File: config.mk
export PLATFORM = sky130hd
export DESIGN_NAME = trap_controller
export DESIGN_NICKNAME = d
export VERILOG_FILES = /design/src/rtl/core_pkg.sv /design/src/rtl/trap_priority_enc.sv /design/src/rtl/trap_controller.sv
export SDC_FILE = /design/constraint.sdc
export NUM_CORES = 1
export LEC_CHECK = 0
export CORE_MARGIN = 2
export CORE_UTILIZATION = 36
export DETAILED_ROUTE_END_ITERATION = 10
export GPL_TIMING_DRIVEN = 0
export PLACE_DENSITY = 0.93
export RECOVER_POWER = 50
export SYNTH_ARGS = -nofsm -noshare
export SYNTH_HDL_FRONTEND = slang
export SYNTH_SLANG_ARGS = --single-unit
File: constraint.sdc
create_clock -name clk -period 3.9 [get_ports clk]
set_input_delay 0.585 -clock clk [delete_from_list [all_inputs] [get_ports clk]]
set_output_delay 0.585 -clock clk [all_outputs]
set_load 0.01 [all_outputs]
File: src/rtl/core_pkg.sv
// Shared core definitions: mcause exception codes and the trap sequencer state encoding.
package core_pkg;

    // Exception codes; the interrupt flag (mcause MSB) is added by the priority encoder.
    localparam int CAUSE_ILLEGAL     = 2;
    localparam int CAUSE_EBREAK      = 3;
    localparam int CAUSE_MISALIGN_LD = 4;
    localparam int CAUSE_TIMER_IRQ   = 7;
    localparam int CAUSE_ECALL_M     = 11;
    localparam int CAUSE_EXT_IRQ     = 11;

    typedef enum logic [1:0] {
        ST_IDLE,
        ST_FLUSH,
        ST_COMMIT,
        ST_REDIRECT
    } trap_state_t;

endpackage

File: src/rtl/trap_priority_enc.sv
// Combinational trap source prioritiser: picks the winning exception/interrupt/mret
// for the instruction in execute and produces its mcause value.
module trap_priority_enc
    import core_pkg::*;
#(
    parameter int XLEN = 32
) (
    input  logic            instr_valid,
    input  logic            ecall,
    input  logic            ebreak,
    input  logic            illegal,
    input  logic            misalign_ld,
    input  logic            mret,
    input  logic            ext_irq,
    input  logic            timer_irq,
    input  logic            mie,
    output logic            valid,
    output logic            is_ret,
    output logic [XLEN-1:0] cause
);

    always_comb begin
        valid  = 1'b0;
        is_ret = 1'b0;
        cause  = '0;
        // Interrupts only compete when globally enabled; otherwise fall through to exceptions.
        if (instr_valid) begin
            if (ext_irq && mie) begin
                valid = 1'b1;
                cause = {1'b1, (XLEN-1)'(CAUSE_EXT_IRQ)};
            end else if (timer_irq && mie) begin
                valid = 1'b1;
                cause = {1'b1, (XLEN-1)'(CAUSE_TIMER_IRQ)};
            end else if (illegal) begin
                valid = 1'b1;
                cause = XLEN'(CAUSE_ILLEGAL);
            end else if (ebreak) begin
                valid = 1'b1;
                cause = XLEN'(CAUSE_EBREAK);
            end else if (misalign_ld) begin
                valid = 1'b1;
                cause = XLEN'(CAUSE_MISALIGN_LD);
            end else if (ecall) begin
                valid = 1'b1;
                cause = XLEN'(CAUSE_ECALL_M);
            end else if (mret) begin
                valid  = 1'b1;
                is_ret = 1'b1;
            end
        end
    end

endmodule

File: src/rtl/trap_controller.sv
// Machine-mode trap entry / mret sequencer: IDLE -> FLUSH -> COMMIT -> REDIRECT -> IDLE,
// stalling and flushing the pipeline and strobing the CSR block and fetch redirect.
module trap_controller
    import core_pkg::*;
#(
    parameter int FLUSH_CYCLES = 2,
    parameter int XLEN         = 32
) (
    input  logic            clk,
    input  logic            reset,
    input  logic [XLEN-1:0] Di_PC,
    input  logic            Di_instrValid,
    input  logic            Di_ecall,
    input  logic            Di_ebreak,
    input  logic            Di_illegal,
    input  logic            Di_misalignLd,
    input  logic            Di_mret,
    input  logic            Di_extIrq,
    input  logic            Di_timerIrq,
    input  logic            Di_mstatusMIE,
    input  logic [XLEN-1:0] Di_mtvec,
    input  logic [XLEN-1:0] Di_mepc,
    output logic            Do_stall,
    output logic            Do_flush,
    output logic            Do_trapCommit,
    output logic            Do_retCommit,
    output logic [XLEN-1:0] Do_trapEpc,
    output logic [XLEN-1:0] Do_trapCause,
    output logic            Do_redirect,
    output logic [XLEN-1:0] Do_redirectPC
);

    localparam int CNT_W = (FLUSH_CYCLES > 1) ? $clog2(FLUSH_CYCLES) : 1;
    localparam logic [CNT_W-1:0] CNT_LAST = CNT_W'(FLUSH_CYCLES - 1);

    trap_state_t     state_q, state_d;
    logic [CNT_W-1:0] cnt_q, cnt_d;
    logic            is_ret_q, is_ret_d;
    logic [XLEN-1:0] cause_q, cause_d;
    logic [XLEN-1:0] epc_q, epc_d;

    logic            enc_valid;
    logic            enc_is_ret;
    logic [XLEN-1:0] enc_cause;

    trap_priority_enc #(
        .XLEN(XLEN)
    ) u_prio (
        .instr_valid(Di_instrValid),
        .ecall      (Di_ecall),
        .ebreak     (Di_ebreak),
        .illegal    (Di_illegal),
        .misalign_ld(Di_misalignLd),
        .mret       (Di_mret),
        .ext_irq    (Di_extIrq),
        .timer_irq  (Di_timerIrq),
        .mie        (Di_mstatusMIE),
        .valid      (enc_valid),
        .is_ret     (enc_is_ret),
        .cause      (enc_cause)
    );

    always_ff @(posedge clk) begin
        if (reset) begin
            state_q  <= ST_IDLE;
            cnt_q    <= '0;
            is_ret_q <= 1'b0;
            cause_q  <= '0;
            epc_q    <= '0;
        end else begin
            state_q  <= state_d;
            cnt_q    <= cnt_d;
            is_ret_q <= is_ret_d;
            cause_q  <= cause_d;
            epc_q    <= epc_d;
        end
    end

    always_comb begin
        state_d       = state_q;
        cnt_d         = cnt_q;
        is_ret_d      = is_ret_q;
        cause_d       = cause_q;
        epc_d         = epc_q;
        Do_stall      = 1'b0;
        Do_flush      = 1'b0;
        Do_trapCommit = 1'b0;
        Do_retCommit  = 1'b0;
        Do_trapEpc    = '0;
        Do_trapCause  = '0;
        Do_redirect   = 1'b0;
        Do_redirectPC = '0;

        unique case (state_q)
            ST_IDLE: begin
                if (enc_valid) begin
                    state_d  = ST_FLUSH;
                    cnt_d    = '0;
                    is_ret_d = enc_is_ret;
                    cause_d  = enc_cause;
                    epc_d    = Di_PC;
                end
            end
            ST_FLUSH: begin
                Do_stall = 1'b1;
                Do_flush = 1'b1;
                if (cnt_q == CNT_LAST) begin
                    state_d = ST_COMMIT;
                end else begin
                    cnt_d = cnt_q + 1'b1;
                end
            end
            ST_COMMIT: begin
                Do_stall = 1'b1;
                if (is_ret_q) begin
                    Do_retCommit = 1'b1;
                end else begin
                    Do_trapCommit = 1'b1;
                    Do_trapEpc    = epc_q;
                    Do_trapCause  = cause_q;
                end
                state_d = ST_REDIRECT;
            end
            ST_REDIRECT: begin
                // Vector/mepc are read here, one cycle after COMMIT, so the CSR update is visible.
                Do_stall      = 1'b1;
                Do_redirect   = 1'b1;
                Do_redirectPC = is_ret_q ? Di_mepc : (Di_mtvec & ~(XLEN'(3)));
                cnt_d         = '0;
                state_d       = ST_IDLE;
            end
            default: begin
                state_d = ST_IDLE;
            end
        endcase
    end

endmodule

==> results.md, run 1 <==
- Power Density: between 300 and 400 nW/um^2
- Ys flop type: dfxtp_1
- First-pass GRT wire length: roughly 15000 um
- Worst setup path class: flip-flop to primary output
- Core area: ~7200 um^2
- Antenna violations before repair: 0
- Sum Neg Setup Slack: 0 ns
- Clk Latency, worst-skew pair: 0.29 ns
- Post-CTS Setup Inserts: 0
- Fin. Hold Viols: 0
- Async S/R FF share, synth: 0
- Largest net degree at the start of global routing: 13
- Leak: about 0.0019 uW
- Io pins: approximately 210
- Grt ovf: 0
- Arrival @ worst endpoint: ~2.6 ns
- Port bufs: ~180
- Die width: around 90 um
- Number of max-cap violations: 0
- Area Overhead vs Synth: 75.6%
- H-Tree Depth: 2
- ANT cells: 0
- Most common cell on crit path: clkbuf_1
- Post-synthesis instance area: 2670 um^2
- Clock sinks: just over 40
- Share of layout cells above drive strength 1: 0.0653
- Filler cells: between 500 and 600
- RSZ-0062 raised after global routing: false
- Simple-Gate Fraction of Synth Area: 0.305
- Routed wire per std cell: around 14 um
- Clock transition at path regs: 0.08 ns
- NumNets Final: between 600 and 700
- Synth warn: 0
- Worst Skew: between 0.002 and 0.003 ns
- Critical Path Slowest Stage Cell: clkdlybuf4s50_1
- Tmin final: approximately 3.2 ns
- Storage cell area: 821 um^2
- Worst-path maximum fanout: 10
- Worst path bufs/invs: 4
- Slew HR: 0.399
- Register bit total from synthesis: 41
- Post-synthesis mux area share: 0.113
- Worst Tran Pin Value: 0.897 ns
- Fin util: 0.649
- Drt first-iter violations: between 100 and 150
- Xor/xnor cell area share of the yosys netlist: 0
- Most frequent cells in the layout: 164 x clkdlybuf4s50_1, 69 x nand2_1, 41 x dfxtp_1
- F_max: ~0.31 GHz
- Vias in the first global route: 3028
- Largest family of logic cells by synthesized area: simple AND/OR/NAND/NOR gates
- Fin crit share: 0.821
- CP delay by family, top: buffers and inverters
- CP startpoint kind: flip-flop
- Area of the multi-input gates: 1560 um^2
- Final Wtd Congestion: slightly above 0.8
- 1st-pass router iterations: 4
- # setup viols final: 0
- Die Span Y: about 90 um
- Post-route ant nets: 0
- Clock Tree Buf Depth: 2
- Setup crit end kind: primary output
- Peak VDD IR: around 260 uV
- Cts bufs inserted: 5
- CP required: between 3 and 4 ns
- EDFF count, synth: 0
- Post-DP HPWL: between 7000 and 8000 um
- Synth Area in Adders: 0.0235
- Critical Path, Cell by Cell: inv_1 > ha_1 > nor2b_1 > clkbuf_1 > clkbuf_1 > and2_1 > clkdlybuf4s50_1
- CTS Hold Bufs: 0
- Max incr delay on CP: ~0.54 ns
- Site Rows: 31
- GRT Util Overall: 0.224
- Post-cts gate resize count: 0
- Most common cell after layout, fill and taps aside: clkdlybuf4s50_1
- Final slew viol count: 0
- Cells after Synth: approximately 340
- DRC: 0
- Via count: between 2000 and 3000
- Mean cell area of the mapped netlist: 7.82 um^2
- Netlist cell types: 34
- Synth Area in Compound Gates: 0.116
- Min-Delay Path Class: flip-flop to flip-flop
- DR vias/cell: roughly 4.6
- WL final: 9280 um
- Initial core utilization: 0.370
- Die Area: a little over 8000 um^2
- Sequential fraction of the synthesis area: 0.308
- Root buffer cell: clkbuf_8
- Outcome: completed
- CTS tree: built
==> layer usage <==
layer	track usage	up-vias	routed length, um
li1	-	1476	-
met1	0.213	1348	3290
met2	0.448	130	5080
met3	0.0771	10	767
met4	0.0641	0	145
met5	0	-	0
==> cells in the mapped netlist, types with 2 or more instances <==
master / n / area, um^2
o31ai_1: 2 / 15.0
dfxtp_1: 41 / 821
nor2_1: 8 / 30.0
inv_1: 5 / 18.8
and2_1: 38 / 238
nand2b_1: 2 / 12.5
mux2i_1: 30 / 300
o21bai_1: 2 / 15.0
and3_1: 2 / 12.5
a21oi_1: 35 / 175
ha_1: 5 / 62.6
clkbuf_1: 12 / 45.0
buf_2: 4 / 20.0
o21ai_0: 3 / 15.0
buf_6: 5 / 56.3
buf_4: 29 / 218
nand2_1: 69 / 259
nor2b_1: 33 / 206
==> logic make-up (layout without fill, tap and decap cells) <==
group                    Yosys count  count (layout)
multiplexers                      30              30
AO/OA/AOI/OAI                     52              52
buffers and inverters             55             239
adder cells (fa/ha/maj)            5               5
flip-flops                        41              41
AND/OR/NAND/NOR                  157             157
other                              1              27
==> area by class of cell <==
class	count	share of cell area
tap	99	0.0264
sequential	41	0.175
timing repair buffer	177	0.378
clock inverter	1	0.00160
multi-input combinational	271	0.332
inverter	5	0.00401
buffer	50	0.0649
clock buffer	6	0.0176
==> power by group <==
group	leakage (uW)	internal (uW)	total, uW	switching, uW
Combinational	0.00148	375	765	389
Clock	0.0000433	140	284	144
Sequential	0.000337	501	539	37.8
==> metrics by stage <==
step / cell area (um^2) / power [uW] / cells / hold slack (ns) / setup slack (ns)
floorplan: 2770 / 1010 / 367 / 0.427 / 1.95
global placement: 4660 / 1320 / 643 / 0.437 / 0.975
detailed placement: 4660 / 1350 / 643 / 0.442 / 0.956
CTS: 4750 / 1640 / 650 / 0.453 / 0.628
global route: 4680 / 1700 / 650 / 0.469 / 0.368
finish: 4680 / 1590 / 650 / 0.452 / 0.699
==> final timing paths <==
check	start	endpoint	slack, ns	cells after the start
worst min-delay path	epc_q[18]$_SDFFE_PP0P_	epc_q[18]$_SDFFE_PP0P_	0.45	2
worst min register to register	epc_q[18]$_SDFFE_PP0P_	epc_q[18]$_SDFFE_PP0P_	0.45	2
worst max register to register	state_q[1]$_SDFFE_PP0P_	epc_q[10]$_SDFFE_PP0P_	1.55	7
worst max-delay path	state_q[0]$_SDFFE_PP0P_	Do_trapEpc[2]	0.70	7
==> registers in the layout, summed over array words and instances (netlist names) <==
register and count:
epc_q 32, cnt_q 1, state_q 2, cause_q 5
is_ret_q 1
==> worst register-to-register path, delay by kind of cell, from the launching register on <==
family,cells,cell delay (ns)
AOI/OAI and AO/OA,2,0.83
adders and majority gates,1,0.26
buffers and inverters,2,0.55
DFF,1,0.34
and+or+nand+nor,2,0.30
(Power assumes the default switching activity.)
==> run 2: changes to the inputs <==
Settings changed: CORE_UTILIZATION 36 to 34, PLACE_DENSITY 0.93 to 0.89.
Clock period 3.9 ns to 3.2 ns, I/O delays scaled along.
==> results.md, run 2 (same netlist as run 1, synthesis figures left out) <==
- Reg2Reg Setup Slack: ~0.9 ns
- NumNets Final: around 660
- Largest net degree at the start of global routing: 14
- Port bufs: between 150 and 200
- Fin util: 0.613
- Clock transition at path regs: 0.08 ns
- Power Density: ~400 nW/um^2
- Die Span Y: 92.6 um
- Min-Delay Path Class: flip-flop to flip-flop
- Most frequent cells in the layout: 164 x clkdlybuf4s50_1, 69 x nand2_1, 41 x dfxtp_1
- Share of layout cells above drive strength 1: 0.0707
- Tot Pwr: 1910 uW
- Fin crit share: 0.942
- Tmin final: about 3 ns
- Final slew viol count: 0
- RSZ-0062 raised after global routing: false
- Clk Latency, worst-skew pair: about 0.29 ns
- WL final: about 9000 um
- Cts bufs inserted: 5
- Slew HR: 0.425
- Worst setup path class: flip-flop to primary output
- Clock Tree Buf Depth: 2
- Drt first-iter violations: slightly above 90
- Site Rows: 32
- Max reg flops: 32
- Number of max-cap violations: 0
- H-Tree Depth: 2
- Arrival @ worst endpoint: about 2.5 ns
- Die width: roughly 90 um
- DRC: 0
- Outcome: completed
- Grt ovf: 0
- Die Area: roughly 8600 um^2
- WHS Path Cells: 2
- Finished Layout Cells: 654
- Clock sinks: a little over 40
- Antenna violations before repair: 0
- DR vias/cell: approximately 4.4
- Core area: 7650 um^2
- CP startpoint kind: flip-flop
- Vias in the first global route: a little under 3000
- Worst-path maximum fanout: 10
- R2r endpoint: epc_q[24]$_SDFFE_PP0P_
- CTS tree: built
- GRT Util Overall: 0.197
- Hold worst-path end: epc_q[28]$_SDFFE_PP0P_
- 1st-pass router iterations: 4
- Routed wire per std cell: approximately 14 um
- Worst Skew: 0.00443 ns
- Fin. Hold Viols: 0
- Worst Tran Pin Value: around 0.86 ns
- Post-DP HPWL: 7290 um
- HP Start: epc_q[28]$_SDFFE_PP0P_
- Via count: 2906
- Placed cell count: about 650
- Placed inst area: roughly 4700 um^2
- First-pass GRT wire length: roughly 14000 um
- Largest regs: epc_q x32, cause_q x5, state_q x2
- # setup viols final: 0
- F_max: 0.332 GHz
- Leak: 0.00187 uW
- Root buffer cell: clkbuf_8
- Area Overhead vs Synth: 75.8%
- Most common cell after layout, fill and taps aside: clkdlybuf4s50_1
- Sum Neg Setup Slack: 0 ns
- ANT cells: 0
- Setup crit end kind: primary output
- Reg2Reg Depth: 7
- Peak VDD IR: approximately 300 uV
- Final Wtd Congestion: between 0.7 and 0.8
- Post-Layout Inst Area: ~4700 um^2
- Biggest register: epc_q
- Initial core utilization: 0.349
- Post-CTS Setup Inserts: 0
- FF-to-FF Start: state_q[1]$_SDFFE_PP0P_
- Io pins: 208
- CP required: between 2 and 3 ns
- Post-route ant nets: 0
-- run 2: cell count changes in the layout (fill, tap and decap cells not counted) --
cell / delta
nor4_4: +1
buf_4: +1
clkbuf_1: -1
clkinv_2: +2
buf_6: -2
clkbuf_2: +2
clkbuf_8: -1
nor4_1: -1
-- run 2: cell type report --
class	instances	area, um^2
plain buffers	50	295
inverters	5	18.8
well taps	102	128
repair buffers	177	1770
clock buffers	5	68.8
fillers	698	2960
clock inverters	3	17.5
multi-input cells	271	1570
flip-flops and latches	41	821
-- run 2: stage by stage --
stage	worst slack [ns]	hold WS (ns)
2_1_floorplan	1.36	0.427
6_report	0.187	0.453
5_1_grt	0.0279	0.470
4_1_cts	0.00302	0.454
3_3_place_gp	0.383	0.438
3_5_place_dp	0.334	0.443
-- run 2: how the worst max path moves through the flow --
stage / start / endpoint / slack (ns) / depth (start not counted)
after CTS: state_q[0]$_SDFFE_PP0P_ / Do_trapEpc[18] / 0.003 / 7
after global placement: state_q[0]$_SDFFE_PP0P_ / Do_trapEpc[15] / 0.38 / 7
after detailed placement: state_q[0]$_SDFFE_PP0P_ / Do_trapEpc[18] / 0.33 / 7
after global routing: state_q[0]$_SDFFE_PP0P_ / Do_trapEpc[9] / 0.03 / 7
after floorplan: state_q[0]$_SDFFE_PP0P_ / Do_trapEpc[10] / 1.36 / 6
final: is_ret_q$_SDFFE_PP0P_ / Do_redirectPC[6] / 0.19 / 5
-- run 2: routing by layer --
metal  share of wire  GRT usage
met1            0.37      0.192
met2            0.53      0.397
met3           0.092     0.0627
met4          0.0052     0.0460
met5               0          0
-- run 2: worst max-delay path, cell delays in order, from the launching register on --
cell and delay (ns):
dfxtp_1 0.32, clkbuf_1 0.40, clkbuf_1 0.59, mux2i_1 0.27, nor2b_1 0.06, dlygate4sd3_1 0.61
-- run 2: power by group --
part | internal [uW] | switching (uW) | leakage (uW) | total (uW)
combinational | 450 | 472 | 0.00149 | 922
clock | 151 | 182 | 0.0000439 | 333
sequential | 610 | 45.4 | 0.000337 | 656
total | 1210 | 699 | 0.00187 | 1910
-- run 2: repair_timing --
action                                  4_1_cts  5_1_grt
hold buffers                                  0        0
resized for setup                             0        4
endpoints found under the setup margin        0       20
==> run 3: changes to the inputs <==
Settings changed: CORE_UTILIZATION 34 to 40, GPL_TIMING_DRIVEN 0 to default, SYNTH_HIERARCHICAL from default to 1.
==> results.md, run 3 <==
- Die width: between 100 and 150 um
- Tmin final: approximately 2.9 ns
- DRC: 0
- Clock sinks: 68
- Synth warn: 6
- Netlist cell types: 33
- Site Rows: 35
- Worst Tran Pin Value: roughly 0.88 ns
- DR vias/cell: 4.60
- Outcome: completed
- Port bufs: slightly above 200
- Post-CTS Setup Inserts: 0
- GRT Util Overall: 0.204
- FF-to-FF Start: state_q[0]$_SDFFE_PP0P_
- Post-cts gate resize count: 0
- Mean cell area of the mapped netlist: about 7.8 um^2
- CP required: between 2 and 3 ns
- Placed inst area: 5820 um^2
- CP startpoint kind: flip-flop
- Async S/R FF share, synth: 0
- Worst setup path class: flip-flop to primary output
- # setup viols final: 0
- Top cell type by total area after synthesis: dfxtp_1
- Initial core utilization: 0.416
- Max incr delay on CP: 0.58 ns
- Setup crit end kind: primary output
- Worst path bufs/invs: 3
- CP delay by family, top: buffers and inverters
- Fin. Hold Viols: 0
- Hold worst-path end: cause_q[5]$_SDFFE_PP0P_
- Sum Neg Setup Slack: 0 ns
- Most frequent cells in the layout: 189 x clkdlybuf4s50_1, 137 x nand2_1, 67 x dfxtp_1
- Clk Latency, worst-skew pair: 0.34 ns
- Largest net degree at the start of global routing: 52
- Combinational power share: 0.362
- Fin crit share: 0.921
- Sequential fraction of the synthesis area: 0.351
- Internal power: about 1900 uW
- Final slew viol count: 0
- Most common cell after layout, fill and taps aside: clkdlybuf4s50_1
- Clock transition at path regs: approximately 0.08 ns
- EDFF count, synth: 0
- ANT cells: 0
- WHS Path Cells: 2
- Peak VDD IR: around 360 uV
- Io pins: between 200 and 250
- First-pass GRT wire length: ~17000 um
- Critical Path, Cell by Cell: inv_1 > ha_1 > nor2b_4 > buf_12 > and2_1 > clkdlybuf4s50_1
- Antenna violations before repair: 0
- Die Area: between 10000 and 15000 um^2
- Top cells by area, synth: dfxtp_1 35%, nand2_1 13%, and2_1 10%, mux2i_1 7.7%, a21oi_1 7.5%
- 1st-pass router iterations: 6
- Share of layout cells above drive strength 1: 0.0479
- NumNets Final: approximately 800
- Worst-path maximum fanout: 44
- Post-Layout Inst Area: between 5000 and 6000 um^2
- Die Span Y: a little over 100 um
- H-Tree Depth: 3
- Cells after Synth: about 500
- Leak: about 0.0023 uW
- Power Density: between 400 and 500 nW/um^2
- Final Wtd Congestion: roughly 0.8
- Number of max-cap violations: 0
- Area Overhead vs Synth: 54.3%
- Min-Delay Path Class: flip-flop to flip-flop
- Cts bufs inserted: 9
- Most common cell in the netlist: nand2_1
- HP Start: cause_q[5]$_SDFFE_PP0P_
- Via count: ~3800
- Arrival @ worst endpoint: approximately 2.5 ns
- Worst Skew: 0.0183 ns
- Share of power burned in registers: 0.369
- R2r endpoint: epc_q[2]$_SDFFE_PP0P_
- Synth top area share: 0.351
- Sw power: 982 uW
- CTS tree: built
- CTS Hold Bufs: 0
- Post-route ant nets: 0
- F_max: ~0.34 GHz
- Ys flop type: dfxtp_1
- Reg2Reg Depth: 6
- Vias in the first global route: about 3600
- Routed wire per std cell: approximately 14 um
- Largest regs: cause_q x32, epc_q x32, state_q x2
- RSZ-0062 raised after global routing: false
- Critical Path Slowest Stage Cell: clkdlybuf4s50_1
- Sw frac: 0.339
- Post-DP HPWL: approximately 8600 um
- WL final: about 11000 um
- Slew HR: 0.410
- Drt first-iter violations: roughly 150
- Root buffer cell: clkbuf_8
- Register bit total from synthesis: between 60 and 70
- Post-synthesis instance area: just under 4000 um^2
- Clock Tree Buf Depth: 2
- Core area: 9330 um^2
- Reg2Reg Setup Slack: ~1.0 ns
- Clock Power Share: 0.269
- Most common library cells after synthesis: 137 x nand2_1, 68 x dfxtp_1, 64 x and2_1
- Grt ovf: 0
[run 3: tightest hold or removal path, delay by kind of cell (launching register included)]
family             cells  cell delay [ns]
AOI/OAI and AO/OA      1             0.05
DFF                    1             0.31
and+or+nand+nor        1             0.05
[run 3: routing by layer]
layer,GRT usage,up-vias,part of all wire
met2,0.385,155,0.51
met1,0.216,1679,0.37
met5,0,-,0
li1,-,1907,-
met3,0.0671,21,0.098
met4,0.0585,0,0.023
[run 3: power groups by stage]
stage | logic (uW) | registers (uW) | clock network [uW]
6_report | 1050 | 1070 | 780
5_1_grt | 1170 | 1090 | 846
3_3_place_gp | 1050 | 1080 | 0
4_1_cts | 1100 | 1070 | 808
3_5_place_dp | 1090 | 1090 | 0
2_1_floorplan | 739 | 1070 | 0
[run 3: worst max path at each step]
stage,startpoint,end,depth (start not counted)
after floorplan,Di_extIrq,epc_q[13]$_SDFFE_PP0P_,8
after global placement,state_q[0]$_SDFFE_PP0P_,Do_trapEpc[31],6
after detailed placement,state_q[0]$_SDFFE_PP0P_,Do_trapEpc[31],6
after CTS,state_q[0]$_SDFFE_PP0P_,Do_trapEpc[31],6
after global routing,state_q[0]$_SDFFE_PP0P_,Do_trapCause[31],6
final,state_q[0]$_SDFFE_PP0P_,Do_trapCause[27],6
[run 3: final cells by class]
type,instances,area (um^2)
Fill cell,830,3330
Multi-Input combinational cell,389,2130
Timing Repair Buffer,211,2100
Sequential cell,68,1360
Tap cell,129,161
Clock buffer,9,124
Clock inverter,7,98.8
Inverter,5,18.8
[run 3: cells by family (layout without fill, tap and decap cells)]
| kind of cell | count (synthesis) | count (layout) | share of synthesized area |
|---|---|---|---|
| other | 1 | 27 | 0.000966 |
| muxes | 30 | 30 | 0.0773 |
| adders and majority gates | 7 | 7 | 0.0226 |
| AOI/OAI and AO/OA | 76 | 76 | 0.114 |
| DFF | 68 | 68 | 0.351 |
| buffers and inverters | 68 | 232 | 0.121 |
| and+or+nand+nor | 249 | 249 | 0.313 |
[run 3: per-stage QoR]
stage          hold slack, ns   util  std cells  worst slack [ns]  power, uW
2_1_floorplan           0.429      -        525              1.39       1810
3_5_place_dp            0.442  0.624        802             0.593       2180
4_1_cts                 0.453  0.648        818             0.221       2980
3_3_place_gp            0.438  0.624        802             0.642       2130
6_report                0.452  0.643        818             0.253       2900
5_1_grt                 0.471  0.643        818            0.0408       3100
